`src/rtl/kv_response_builder.sv`:
```
// Joins lookup metadata with the matching RAM read value and frames a
// 512-bit AXI-Stream response (header beat, plus a value beat on a non-empty hit).
module kv_response_builder #(
    parameter int unsigned CNT_W   = 32,
    parameter int unsigned MAX_LEN = 64
) (
    input  logic               clk,
    input  logic               rst,
    input  logic               s_axis_meta_valid,
    input  logic [63:0]        s_axis_meta_key,
    input  logic               s_axis_meta_hit,
    output logic               s_axis_meta_ready,
    input  logic               s_axis_ram_valid,
    input  logic [15:0]        s_axis_ram_length,
    input  logic [511:0]       s_axis_ram_data,
    output logic               s_axis_ram_ready,
    output logic               m_axis_rsp_valid,
    output logic [511:0]       m_axis_rsp_data,
    output logic [63:0]        m_axis_rsp_keep,
    output logic               m_axis_rsp_last,
    input  logic               m_axis_rsp_ready,
    output logic [CNT_W-1:0]   stat_hit_count,
    output logic [CNT_W-1:0]   stat_miss_count,
    output logic [CNT_W-1:0]   stat_oversize_count
);
    localparam int unsigned DATA_W = 512;
    localparam int unsigned KEEP_W = DATA_W / 8;
    localparam int unsigned LEN_W  = 16;
    localparam int unsigned STAT_W = 8;

    typedef enum logic [1:0] {IDLE, HDR, DATA} state_t;

    state_t              r_state;
    state_t              w_state_nxt;
    logic                r_rsp_valid, w_rsp_valid_nxt;
    logic [DATA_W-1:0]   r_rsp_data, w_rsp_data_nxt;
    logic [KEEP_W-1:0]   r_rsp_keep, w_rsp_keep_nxt;
    logic                r_rsp_last, w_rsp_last_nxt;
    logic [DATA_W-1:0]   r_val_data;
    logic [KEEP_W-1:0]   r_val_keep;
    logic [CNT_W-1:0]    r_hit_cnt, r_miss_cnt, r_ovs_cnt;

    logic                w_last_hs;
    logic                w_accept_ok;
    logic                w_capture;
    logic                w_oversize;
    logic [LEN_W-1:0]    w_eff_len;
    logic [STAT_W-1:0]   w_status;
    logic [KEEP_W-1:0]   w_val_keep;
    logic [DATA_W-1:0]   w_val_data;
    logic [DATA_W-1:0]   w_hdr;

    // A new pair may enter only when no response is pending past this cycle.
    assign w_last_hs         = r_rsp_valid && m_axis_rsp_ready && r_rsp_last;
    assign w_accept_ok       = !rst && ((r_state == IDLE) || w_last_hs);
    assign s_axis_meta_ready = w_accept_ok && s_axis_ram_valid;
    assign s_axis_ram_ready  = w_accept_ok && s_axis_meta_valid;
    assign w_capture         = w_accept_ok && s_axis_meta_valid && s_axis_ram_valid;

    assign w_oversize = s_axis_meta_hit && (s_axis_ram_length > LEN_W'(MAX_LEN));

    // Clamped length, status, byte enables and masked value for the incoming pair.
    always_comb begin
        w_eff_len  = '0;
        w_status   = '0;
        w_val_keep = '0;
        w_val_data = '0;
        w_hdr      = '0;
        if (s_axis_meta_hit) begin
            w_eff_len = w_oversize ? LEN_W'(MAX_LEN) : s_axis_ram_length;
            w_status  = w_oversize ? STAT_W'(2) : STAT_W'(1);
        end
        if (w_eff_len >= LEN_W'(KEEP_W)) begin
            w_val_keep = '1;
        end else begin
            w_val_keep = (KEEP_W'(1) << w_eff_len) - KEEP_W'(1);
        end
        for (int i = 0; i < KEEP_W; i++) begin
            w_val_data[i*8 +: 8] = w_val_keep[i] ? s_axis_ram_data[i*8 +: 8] : 8'h00;
        end
        w_hdr[63:0]  = s_axis_meta_key;
        w_hdr[79:64] = w_eff_len;
        w_hdr[87:80] = w_status;
    end

    always_comb begin
        w_state_nxt     = r_state;
        w_rsp_valid_nxt = r_rsp_valid;
        w_rsp_data_nxt  = r_rsp_data;
        w_rsp_keep_nxt  = r_rsp_keep;
        w_rsp_last_nxt  = r_rsp_last;
        case (r_state)
            IDLE: ;
            HDR: begin
                if (r_rsp_valid && m_axis_rsp_ready && !r_rsp_last) begin
                    w_state_nxt    = DATA;
                    w_rsp_data_nxt = r_val_data;
                    w_rsp_keep_nxt = r_val_keep;
                    w_rsp_last_nxt = 1'b1;
                end
            end
            DATA: ;
            default: w_state_nxt = IDLE;
        endcase
        if (w_last_hs) begin
            w_state_nxt     = IDLE;
            w_rsp_valid_nxt = 1'b0;
        end
        // A capture overrides the return to IDLE so responses run back-to-back.
        if (w_capture) begin
            w_state_nxt     = HDR;
            w_rsp_valid_nxt = 1'b1;
            w_rsp_data_nxt  = w_hdr;
            w_rsp_keep_nxt  = KEEP_W'(11'h7FF);
            w_rsp_last_nxt  = (w_eff_len == '0);
        end
    end

    always_ff @(posedge clk or posedge rst) begin
        if (rst) begin
            r_state     <= IDLE;
            r_rsp_valid <= 1'b0;
            r_rsp_data  <= '0;
            r_rsp_keep  <= '0;
            r_rsp_last  <= 1'b0;
            r_val_data  <= '0;
            r_val_keep  <= '0;
        end else begin
            r_state     <= w_state_nxt;
            r_rsp_valid <= w_rsp_valid_nxt;
            r_rsp_data  <= w_rsp_data_nxt;
            r_rsp_keep  <= w_rsp_keep_nxt;
            r_rsp_last  <= w_rsp_last_nxt;
            if (w_capture) begin
                r_val_data <= w_val_data;
                r_val_keep <= w_val_keep;
            end
        end
    end

    // Saturating statistics, updated once per captured pair.
    always_ff @(posedge clk or posedge rst) begin
        if (rst) begin
            r_hit_cnt  <= '0;
            r_miss_cnt <= '0;
            r_ovs_cnt  <= '0;
        end else if (w_capture) begin
            if (s_axis_meta_hit && (r_hit_cnt != '1)) begin
                r_hit_cnt <= r_hit_cnt + CNT_W'(1);
            end
            if (!s_axis_meta_hit && (r_miss_cnt != '1)) begin
                r_miss_cnt <= r_miss_cnt + CNT_W'(1);
            end
            if (w_oversize && (r_ovs_cnt != '1)) begin
                r_ovs_cnt <= r_ovs_cnt + CNT_W'(1);
            end
        end
    end

    assign m_axis_rsp_valid    = r_rsp_valid;
    assign m_axis_rsp_data     = r_rsp_data;
    assign m_axis_rsp_keep     = r_rsp_keep;
    assign m_axis_rsp_last     = r_rsp_last;
    assign stat_hit_count      = r_hit_cnt;
    assign stat_miss_count     = r_miss_cnt;
    assign stat_oversize_count = r_ovs_cnt;

endmodule

```
`config.mk`:
```
export PLATFORM = sky130hd
export DESIGN_NAME = kv_response_builder
export DESIGN_NICKNAME = d
export VERILOG_FILES = /design/src/rtl/kv_response_builder.sv
export SDC_FILE = /design/constraint.sdc
export NUM_CORES = 2
export LEC_CHECK = 0
export CAP_MARGIN = 0
export CORE_AREA = 3 3 497 499
export DETAILED_ROUTE_END_ITERATION = 7
export DIE_AREA = 0 0 500 502
export SYNTH_ARGS = -nofsm -noshare
export SYNTH_HDL_FRONTEND = slang
export SYNTH_SLANG_ARGS = --single-unit
```
`constraint.sdc`:
```
create_clock -name clk -period 73.1 [get_ports clk]
set_input_delay 14.62 -clock clk [delete_from_list [all_inputs] [get_ports clk]]
set_output_delay 14.62 -clock clk [all_outputs]
set_load 0.05 [all_outputs]
```
==> flow_metrics.tcl <==
set metrics [dict create \
    synth_compound_gate_area_share_pct 14.6 \
    die_area_um2 251000 \
    die_height_um 502 \
    floorplan.core_area_um2 243000 \
    synth.ff_latch_count 1252 \
    drc_errors 0 \
    layout-drive-gt1-share_pct 6.63 \
    outcome "completed" \
    post_synth_mux_area_share_pct 2.41 \
    fin_cells 9576 \
    ir_drop_mv 0.0213 \
    syn-num-nets 5661 \
    max-clock-path-buffers 3 \
    asyncSetResetFlopFracSynth_pct 100 \
    overflow 0 \
    globalRouteTotalUtil_pct 17.4 \
    grtUsageMet1_pct 20.6 \
    start_kind "input port" \
    ys_warn_count 0 \
    cts_max_level 4 \
    synthDominantCellAreaShare_pct 61.5 \
    worstPathCellList "clkdlybuf4s50_1, inv_8, o21a_1, and2_1, clkdlybuf4s50_1" \
    synth_top_family_by_area "simple AND/OR/NAND/NOR gates" \
    cts_inserted_buffers 144 \
    final.setup.tns_ns 0 \
    hold_class "reg2reg" \
    hpwlAfterDp_mm 168 \
    first_global_vias 45000 \
    rows 181 \
    grt.met2_usage_pct 28.7 \
    period_needed_ns 31.54 \
    postRouteWirelength_mm 226 \
    final-setup-viol-count 0 \
    finClkSkew_ns 0.0363 \
    power_density_nw_per_um2 37.0 \
    rsz_0062_raised_after_global_routing "no" \
    final-hold-violation-count 0 \
    reg2reg_from "m_axis_rsp_valid$_DFFE_PP0P_" \
    netlist-cell-type-count 87 \
    criticalPathCategory "in2out" \
    drv_cap 0 \
    critical_path_s_slowest_cell "sky130_fd_sc_hd__clkdlybuf4s50_1" \
    final-max-slew-violation-count 0 \
    number_of_placed_instances_with_taps_included 9294 \
    total_power_mw 2.67 \
    area_growth_pct 41.9 \
    crit_path_from "rst" \
    drt_iter0_markers 3757 \
    cts-resized-gates 0 \
    post_synth_instance_area_um2 51000 \
    placement.io_buffers 1273 \
    cts_root_buf "sky130_fd_sc_hd__clkbuf_16" \
    max_freq_mhz 31.7 \
    grt_start_max_net_pins 177 \
    floorplan.initialDensity_pct 21.0 \
    slew_headroom_pct 24.1 \
    critical_path_peak_fanout 81 \
    max_slew.worst_pin.slew_ns 1.12 \
    timing.critical_path.required_ns 58.48 \
    synth_top_cell_by_area "sky130_fd_sc_hd__dfrtp_1" \
    synth_top_cells_by_area "sky130_fd_sc_hd__dfrtp_1 61%, sky130_fd_sc_hd__nand2_1 11%, sky130_fd_sc_hd__a21oi_1 6.1%" \
    postSynthAreaPerCell_um2 10.1 \
    detailroute.via_count 44100 \
    grt.met3_usage_pct 6.46 \
    clk_transition_reported_paths_ns 0.06 \
    grt_antenna_before_repair 70 \
    design.portCount 1274 \
    synth_flop_cell "sky130_fd_sc_hd__dfrtp_1" \
    critical-path-top-cell-by-count "sky130_fd_sc_hd__clkdlybuf4s50_1" \
    detailed_router_iteration_count_before_antenna_repair 6 \
    number_of_instances_in_the_synthesized_netlist 5059 \
    via_density 4.61 \
    globalRoute.busiestLayer "met2" \
    critical-path-max-stage-delay_ns 0.82 \
    grt_pass1_wl_mm 323 \
    crit_path_end_kind "primary output" \
    cts.sink_count 1252 \
    power.leakage_nw 30.0 \
    holdBufCountCts 0 \
    synth_simple_gate_area_share_pct 17.1 \
    clk-insertion-delay-late_ns 0.78 \
    drt.antenna.violating_nets 0 \
    hold_path_startpoint "r_val_keep[53]$_DFFE_PP0P_" \
    cts_post_setup_buffers_inserted 0 \
    synth_fa_ha_area_share_pct 0.0982 \
    xor_xnor_fraction_of_synth_area_pct 1.68 \
    post_drt_wl_per_cell_um 23.6 \
    layout_worst_path_cycle_share_pct 43.2 \
    synth-edff-count 0 \
    cp_data_arrival_time_ns 16.92 \
    die_width_um 500 \
    tritoncts "built" \
    synth-seq-area-share_pct 61.5 \
    gp_congestion 0.903 \
    fin_nets 6840 \
]
-- per-stage QoR --
| stage | worst slack [ns] | utilization (%) | hold WS (ns) | instance area [µm²] |
|---|---|---|---|---|
| floorplan | 16.13 | - | 0.446 | 51000 |
| global placement | 41.51 | 27.8 | 0.459 | 67500 |
| detailed placement | 41.49 | 27.8 | 0.465 | 67500 |
| CTS | 41.49 | 29.7 | 0.479 | 72300 |
| global route | 41.37 | 29.8 | 0.495 | 72300 |
| finish | 41.56 | 29.8 | 0.476 | 72400 |
-- final timing paths --
kind	end	slack [ns]	cells past startpoint
min in group asynchronous	stat_hit_count[11]$_DFFE_PP0P_	14.32	2
worst min register to register	r_val_keep[53]$_DFFE_PP0P_	0.48	1
worst min-delay path	r_val_keep[53]$_DFFE_PP0P_	0.48	1
worst max-delay path	s_axis_ram_ready	41.56	5
max in group asynchronous	r_val_data[381]$_DFFE_PP0P_	53.41	8
worst max register to register	m_axis_rsp_data[260]$_DFFE_PP0P_	68.35	8
-- synthesized netlist by cell type, drive strengths merged, types with 11 or more instances --
library cell	n
a22o	272
a31oi	96
buf	40
mux2i	119
and3	27
and4	11
nand2	1490
and2	14
a21o	37
xnor2	75
clkbuf	305
o21ai	70
a21oi	623
nor2	173
nand3	89
nand4	39
inv	13
xor2	23
nor3	128
nor4	23
dfrtp	1252
-- state kept, by name (all words and copies together) (netlist names) --
signal and flops:
m_axis_rsp_data 512, r_val_data 512, m_axis_rsp_keep 64, r_val_keep 64
stat_hit_count 32, stat_miss_count 32, stat_oversize_count 32, r_state 2
m_axis_rsp_last 1, m_axis_rsp_valid 1
-- cell families after synthesis --
family | Yosys count
DFF | 1252
muxes | 122
and+or+nand+nor | 2055
AOI/OAI and AO/OA | 1170
xor gates and xnor gates | 98
adders and majority gates | 4
buffers and inverters | 358
-- per-layer routing --
layer | share of wire (%) | up-vias
met2 | 47 | 1782
met4 | 3.7 | 54
met3 | 9.8 | 410
li1 | - | 19700
met5 | 0.16 | -
met1 | 39 | 22200
-- critical path: cells and delay by family --
kind	cells	cell delay (ns)
buffers and inverters	3	1.75
AO/OA/AOI/OAI	1	0.31
AND/OR/NAND/NOR	1	0.21
-- placed cells by master, fill, tap and decap left out, types with 66 or more instances in the layout --
cell type and instances:
sky130_fd_sc_hd__nand2_1 1490, sky130_fd_sc_hd__clkdlybuf4s50_1 1273, sky130_fd_sc_hd__dfrtp_1 1252, sky130_fd_sc_hd__a21oi_1 614, sky130_fd_sc_hd__a22o_1 272, sky130_fd_sc_hd__nor2_1 166, sky130_fd_sc_hd__clkbuf_16 145, sky130_fd_sc_hd__nor3_1 116
sky130_fd_sc_hd__mux2i_1 113, sky130_fd_sc_hd__buf_4 100, sky130_fd_sc_hd__a31oi_1 93, sky130_fd_sc_hd__nand3_1 85, sky130_fd_sc_hd__xnor2_1 75, sky130_fd_sc_hd__o21ai_0 66
-- area by class of cell --
| type | count | area (µm²) |
|---|---|---|
| diodes | 26 | 65.1 |
| clock buffers | 205 | 4120 |
| clock inverters | 51 | 652 |
| fillers | 25200 | 171000 |
| inverters | 13 | 56.3 |
| multi-input cells | 3449 | 18500 |
| flip-flops and latches | 1252 | 31300 |
| well taps | 3202 | 4010 |
| repair buffers | 1378 | 13600 |
-- power breakdown --
part           switching (mW)  total [mW]  leakage (nW)  internal (mW)
Sequential              0.140        1.06          16.4          0.922
Clock                   0.309       0.731          2.34          0.422
Combinational           0.564       0.880          11.3          0.316
Note: power is estimated with default switching activity, not from simulation.
